--- config.mk ---
export PLATFORM = sky130hd
export DESIGN_NAME = oram_fetch_path
export DESIGN_NICKNAME = d
export VERILOG_FILES = /design/src/rtl/oram_fetch_path.sv
export SDC_FILE = /design/constraint.sdc
export NUM_CORES = 1
export LEC_CHECK = 0
export BUFFER_PORTS_ARGS = -buffer_cell sky130_fd_sc_hd__clkbuf_2
export CAP_MARGIN = 20
export CORE_AREA = 4 4 138 140
export CTS_CLUSTER_DIAMETER = 40
export DETAILED_ROUTE_END_ITERATION = 6
export DIE_AREA = 0 0 142 144
export PLACE_DENSITY = 0.74
export SLEW_MARGIN = 20
export SYNTH_ARGS = -nofsm -noshare
export SYNTH_HDL_FRONTEND = slang
export SYNTH_SLANG_ARGS = --single-unit
--- constraint.sdc ---
create_clock -name clk -period 3.7 [get_ports clk]
set_input_delay 0.185 -clock clk [delete_from_list [all_inputs] [get_ports clk]]
set_output_delay 0.185 -clock clk [all_outputs]
set_load 0.005 [all_outputs]
--- src/rtl/oram_fetch_path.sv ---
// oram_fetch_path: ORAM read path - position-map lookup, root-to-leaf bucket walk, invalidate matches, remap leaf.
// Define ORAM_FETCH_STATS_EN to add saturating stat_hits/stat_misses counters.
module oram_fetch_path #(
    parameter int BYTE_WIDTH = 8,
    parameter int BYTES_PER_BLOCK = 4,
    parameter int TREE_DEPTH = 6,
    parameter int K = 3,
    parameter logic [15:0] LFSR_SEED = 16'hACE1,
    localparam int VAL_W = BYTE_WIDTH * BYTES_PER_BLOCK,
    localparam int TUPLE_W = VAL_W + 2 * TREE_DEPTH + 2
) (
    input  logic                    clk,
    input  logic                    rst,
    input  logic                    req_valid,
    output logic                    req_ready,
    input  logic [TREE_DEPTH-1:0]   req_block,
    output logic                    pm_rd_en,
    output logic [TREE_DEPTH-1:0]   pm_addr,
    input  logic [TREE_DEPTH-1:0]   pm_rdata,
    output logic                    pm_wr_en,
    output logic [TREE_DEPTH-1:0]   pm_wdata,
    output logic                    bkt_rd_en,
    output logic                    bkt_wr_en,
    output logic [TREE_DEPTH-1:0]   bkt_addr,
    input  logic [K*TUPLE_W-1:0]    bkt_rdata,
    output logic [K*TUPLE_W-1:0]    bkt_wdata,
    output logic                    rsp_valid,
    input  logic                    rsp_ready,
    output logic                    rsp_hit,
    output logic [VAL_W-1:0]        rsp_val,
    output logic [TREE_DEPTH-1:0]   rsp_block,
    output logic [TREE_DEPTH-2:0]   rsp_new_pos
`ifdef ORAM_FETCH_STATS_EN
    ,
    output logic [15:0]             stat_hits,
    output logic [15:0]             stat_misses
`endif
);
    localparam int BN_LSB = VAL_W + 2;
    localparam int PE_BIT = BN_LSB + TREE_DEPTH;
    localparam int POS_LSB = PE_BIT + 1;
    localparam int LW = $clog2(TREE_DEPTH);
    localparam logic [LW-1:0] LAST = LW'(TREE_DEPTH - 1);
    localparam logic [TREE_DEPTH-1:0] ROOT = 1;

    typedef enum logic [2:0] {IDLE, PM_RD, PM_DATA, BKT_RD, BKT_CMP, PM_WR, RESP} state_t;

    state_t state;
    logic [15:0] lfsr;
    logic [TREE_DEPTH-2:0] leaf;
    logic [TREE_DEPTH-1:0] node, node_n;
    logic [LW-1:0] level;
    logic assigned;
    logic [K-1:0] match;
    logic [VAL_W-1:0] first_val;
    logic [K*TUPLE_W-1:0] wdata;

    assign req_ready = state == IDLE;
    assign pm_wdata = {rsp_new_pos, 1'b1};
    assign node_n = {node[TREE_DEPTH-2:0], leaf[level]};
    assign bkt_wr_en = state == BKT_CMP && |match;
    assign bkt_wdata = wdata;

    // Descending scan so the lowest-index match wins first_val; every match gets invalidated.
    always_comb begin
        match = '0;
        first_val = '0;
        wdata = bkt_rdata;
        for (int j = K - 1; j >= 0; j--) begin
            match[j] = assigned & bkt_rdata[j*TUPLE_W] & bkt_rdata[j*TUPLE_W+PE_BIT]
                     & (bkt_rdata[j*TUPLE_W+POS_LSB +: TREE_DEPTH-1] == leaf)
                     & (bkt_rdata[j*TUPLE_W+BN_LSB +: TREE_DEPTH] == rsp_block);
            if (match[j]) begin
                wdata[j*TUPLE_W] = 1'b0;
                first_val = bkt_rdata[j*TUPLE_W+2 +: VAL_W];
            end
        end
    end

    always_ff @(posedge clk or posedge rst) begin
        if (rst) begin
            state <= IDLE;
            lfsr <= LFSR_SEED;
            pm_rd_en <= 1'b0;
            pm_wr_en <= 1'b0;
            bkt_rd_en <= 1'b0;
            pm_addr <= '0;
            bkt_addr <= '0;
            rsp_valid <= 1'b0;
            rsp_hit <= 1'b0;
            rsp_val <= '0;
            rsp_block <= '0;
            rsp_new_pos <= '0;
            leaf <= '0;
            node <= '0;
            level <= '0;
            assigned <= 1'b0;
`ifdef ORAM_FETCH_STATS_EN
            stat_hits <= '0;
            stat_misses <= '0;
`endif
        end else begin
            lfsr <= {lfsr[14:0], lfsr[15] ^ lfsr[13] ^ lfsr[12] ^ lfsr[10]};
            pm_rd_en <= 1'b0;
            pm_wr_en <= 1'b0;
            bkt_rd_en <= 1'b0;
            case (state)
                IDLE: if (req_valid) begin
                    rsp_block <= req_block;
                    pm_addr <= req_block;
                    rsp_hit <= 1'b0;
                    rsp_val <= '0;
                    pm_rd_en <= 1'b1;
                    state <= PM_RD;
                end
                PM_RD: state <= PM_DATA;
                PM_DATA: begin
                    // An unmapped block still walks a random path so timing does not reveal it.
                    assigned <= pm_rdata[0];
                    leaf <= pm_rdata[0] ? pm_rdata[TREE_DEPTH-1:1] : lfsr[TREE_DEPTH-2:0];
                    rsp_new_pos <= lfsr[TREE_DEPTH-2:0];
                    node <= ROOT;
                    level <= '0;
                    bkt_addr <= '0;
                    bkt_rd_en <= 1'b1;
                    state <= BKT_RD;
                end
                BKT_RD: state <= BKT_CMP;
                BKT_CMP: begin
                    if (|match && !rsp_hit) begin
                        rsp_hit <= 1'b1;
                        rsp_val <= first_val;
                    end
                    if (level == LAST) begin
                        pm_wr_en <= 1'b1;
                        state <= PM_WR;
                    end else begin
                        node <= node_n;
                        bkt_addr <= node_n - 1'b1;
                        level <= level + 1'b1;
                        bkt_rd_en <= 1'b1;
                        state <= BKT_RD;
                    end
                end
                PM_WR: begin
                    rsp_valid <= 1'b1;
                    state <= RESP;
                end
                RESP: if (rsp_ready) begin
                    rsp_valid <= 1'b0;
                    state <= IDLE;
                end
                default: state <= IDLE;
            endcase
`ifdef ORAM_FETCH_STATS_EN
            if (state == RESP && rsp_ready) begin
                if (rsp_hit && stat_hits != '1) stat_hits <= stat_hits + 1'b1;
                if (!rsp_hit && stat_misses != '1) stat_misses <= stat_misses + 1'b1;
            end
`endif
        end
    end
endmodule
==> results.md <==
| Item | This run | Unit |
|:---|:---|:---|
| Vias | 5119 | - |
| Die Span X | 142 | um |
| Per-cell via count in the routed design | 4.86 | - |
| Standby leakage power | 0.00379 | uW |
| Number of hold-repair buffers added at the cts stage | 0 | - |
| Number of gates resized after CTS | 0 | - |
| Result of the run | finished, violations left | - |
| Leading cell types in the layout, fill and taps excluded | 352 x sky130_fd_sc_hd__clkbuf_2, 79 x sky130_fd_sc_hd__dfrtp_1, 53 x sky130_fd_sc_hd__o21ai_0 | - |
| Initial antenna violation count | 0 | - |
| Power per unit of standard cell area | 465 | nW/um2 |
| Maximum number of pins on one net before global-route repair | 68 | - |
| Detail-routed net length per standard cell | 18.9 | um |
| Number of instances in the placed design | 1037 | - |
| Post-CTS clock slew at the launch and capture registers of the worst setup and hold paths | 70 | ps |
| Sw Ratio | 37.7 | % |
| GRT met2 Usage | 33.2 | % |
| Gate Count Post-Synth | 634 | - |
| Critical path start-end classification | reg2out | - |
| Depth of the worst register-to-register path | 6 | - |
| Average footprint of a synthesized cell | 9.08 | um2 |
| Combinational Power Share | 31.6 | % |
| Core outline area | 17800 | um2 |
| Total Routing Usage GR | 18.3 | % |
| Flops & latches, synth | 87 | - |
| Final-layout fill cell count | 1789 | - |
| Total negative slack for setup checks | 0 | ps |
| Syn Std Cell Area | 5760 | um2 |
| Global routing's busiest layer | met2 | - |
| Timing startpoint of the critical path | leaf[3]$_DFFE_PP0P_ | - |
| Pins over their slew limit | 0 | - |
| Violated checks | hold timing | - |
| Pin slew with the least headroom to its limit | 1050 | ps |
| Met3 global-route usage | 4.07 | % |
| CTS tree | built | - |
| Maximum clock frequency | 334 | MHz |
| Sw Pwr | 1210 | uW |
| Worst hold slack | -6.72 | ps |
| Data required time at the worst endpoint | 3510 | ps |
| Worst VDD drop | 0.000235 | V |
| Share of the clock period used by the worst path after layout | 81.0 | % |
| Total clock buffers created by CTS | 9 | - |
| Finish-stage setup viols | 0 | - |
| Area of the multi-input gates | 2290 | um2 |
| Fin. Hold Viols | 8 | - |
| Final HPWL from detailed placement | 16000 | um |
| Sequential element share of the synthesized area | 38.0 | % |
| Count of port buffers added during placement | 352 | - |
| Flop2flop setup slack | 760 | ps |
| Main synth FF type | sky130_fd_sc_hd__dfrtp_1 | - |
| Most common library cell in the layout ignoring fill and taps | sky130_fd_sc_hd__clkbuf_2 | - |
| Minimum clock period after layout | 3000 | ps |
| Number of warnings issued by yosys | 0 | - |
| Layout Skew | 13.5 | ps |
| Number of synthesized flops with an enable pin | 0 | - |
| Worst reg2reg startpoint | leaf[3]$_DFFE_PP0P_ | - |
| Clock root buffer | sky130_fd_sc_hd__clkbuf_16 | - |
| Count of different cell masters after synthesis | 46 | - |
| Clock share of power | 28.4 | % |
| Total die area | 20400 | um2 |
| Post-detailed-route count of antenna-violating nets | 0 | - |
| Total Routed Length | 19900 | um |
| Data arrival time of the critical path | 2810 | ps |
| Global-route wire length before repair | 28600 | um |
| Nets | 976 | - |
| Reg power frac | 40.0 | % |
| Critical Path Fanout Max | 22 | - |
| Share of final-layout standard cells stronger than drive strength 1 | 49.5 | % |
| Internal power of the cells | 2010 | uW |
| Post-CTS setup buffer count | 0 | - |
| Vias in the first global route | 4847 | - |
| Launching element type of the critical path | flip-flop | - |
| Area taken by flip-flops and latches | 2190 | um2 |
| Num rows | 49 | - |
| Reg2Reg Capture Point | rsp_val[28]$_DFFE_PP0P_ | - |
| Total power of the final layout | 3220 | uW |
| Net count after synthesis | 791 | - |
| Met1 track demand over resource in global routing | 22.0 | % |
| Routability congestion estimate from global placement | 0.845 | - |
| Total global routing overflow | 0 | - |
| Clock latency on the worst-skew pair | 350 | ps |
| Initial core utilization | 32.3 | % |
| CTS Sinks | 87 | - |
| Layout-stage area growth over the synthesis result | 20.3 | % |
| Number of buffers on the longest clock path | 2 | - |
| Count of antenna diodes in the layout | 0 | - |
| Kind of end point of the critical path | output port | - |
| Path category of the worst min-delay check | in2async | - |
| Relative slew margins | 30.0 | % |
| Final standard cell count with taps included and fillers excluded | 1053 | - |
| Fraction of registers with async set/reset | 100 | % |
| Pre-Repair DR Iteration Count | 5 | - |
| H-tree Lvls | 3 | - |
| Boundary pin count | 360 | - |
| Height of the die | 144 | um |
| Unrepaired setup endpoints after global routing | no | - |
| DR DRC count | 0 | - |
| Maximum capacitance violations | 0 | - |
| Violation count after the first detailed-route iteration | 175 | - |
## sequential cells by signal, summed over array words and instances, names as in the netlist, 3 cells and up
| register | count |
|---|---|
| state | 3 |
| rsp_val | 32 |
| rsp_block | 6 |
| level | 3 |
| bkt_addr | 6 |
| node | 5 |
| leaf | 5 |
| rsp_new_pos | 5 |
| lfsr | 16 |
## critical path, cell delays in order (launching register included)
cell,delay (ps)
sky130_fd_sc_hd__dfrtp_1,450
sky130_fd_sc_hd__xor2_1,190
sky130_fd_sc_hd__or4_4,550
sky130_fd_sc_hd__or3_1,810
sky130_fd_sc_hd__and2_1,350
sky130_fd_sc_hd__clkbuf_2,110
## synthesized netlist by cell type, types with 4 or more instances
library cell	n	area share (%)
sky130_fd_sc_hd__nor3b_1	24	3.1
sky130_fd_sc_hd__clkbuf_1	29	1.9
sky130_fd_sc_hd__o221ai_1	11	1.7
sky130_fd_sc_hd__and2_1	4	0.43
sky130_fd_sc_hd__inv_1	6	0.39
sky130_fd_sc_hd__buf_4	147	19
sky130_fd_sc_hd__dfrtp_1	79	34
sky130_fd_sc_hd__a21o_1	24	3.1
sky130_fd_sc_hd__a21oi_1	13	1.1
sky130_fd_sc_hd__nand2_1	53	3.5
sky130_fd_sc_hd__nor2_1	10	0.65
sky130_fd_sc_hd__o21ai_0	53	4.6
sky130_fd_sc_hd__a211o_1	6	0.91
sky130_fd_sc_hd__mux2i_1	6	1.0
sky130_fd_sc_hd__buf_1	7	0.46
sky130_fd_sc_hd__nor4_1	6	0.65
sky130_fd_sc_hd__mux2_2	6	1.2
sky130_fd_sc_hd__dfstp_2	8	3.7
sky130_fd_sc_hd__nand3_1	43	3.7
sky130_fd_sc_hd__xor2_1	31	4.7
sky130_fd_sc_hd__xnor2_1	11	1.7
sky130_fd_sc_hd__or3b_2	8	1.2
sky130_fd_sc_hd__o21a_1	13	1.7
## through the flow
| step | util, % | area [um2] | setup WS (ps) |
|---|---|---|---|
| after floorplan | - | 5760 | 1150 |
| after global placement | 37.1 | 6630 | 848 |
| after detailed placement | 37.1 | 6630 | 771 |
| after CTS | 38.8 | 6930 | 678 |
| after global routing | 38.8 | 6930 | 591 |
| final | 38.8 | 6930 | 703 |
## routing by layer
layer	wire length, um	part of all wire [%]
met2	10400	52
met1	7790	39
met5	0	0
met3	1470	7.4
met4	278	1.4
## area by class of cell
cell class / count / area share, %
Multi-Input combinational cell: 355 / 33.1
Timing Repair Buffer: 360 / 26.5
Sequential cell: 87 / 31.6
Tap cell: 229 / 4.14
Inverter: 6 / 0.361
Clock buffer: 9 / 3.25
Clock inverter: 7 / 1.05
## power groups by stage
stage               Clock [uW]  Combinational (uW)  Sequential (uW)
finish                     913                1020             1290
global route               990                1130             1310
CTS                        948                1030             1290
detailed placement           0                1030             1300
global placement             0                1020             1290
floorplan                    0                 745             1230
## logic make-up after synthesis
group | synth area share [%]
xor+xnor | 6.39
compound gates | 15.2
fa+ha+maj | 0.652
mux | 2.61
other cells | 0.0652
flops | 38.0
buf+inv | 22.4
simple gates | 14.7
## worst max-delay path by stage
| stage | to | slack (ps) |
|---|---|---|
| after floorplan | rsp_val[3]$_DFFE_PP0P_ | 1150 |
| after global placement | rsp_val[3]$_DFFE_PP0P_ | 850 |
| after detailed placement | rsp_val[28]$_DFFE_PP0P_ | 770 |
| after CTS | bkt_wdata[0] | 680 |
| after global routing | rsp_val[28]$_DFFE_PP0P_ | 590 |
| final | bkt_wdata[0] | 700 |
(Power assumes the default switching activity.)
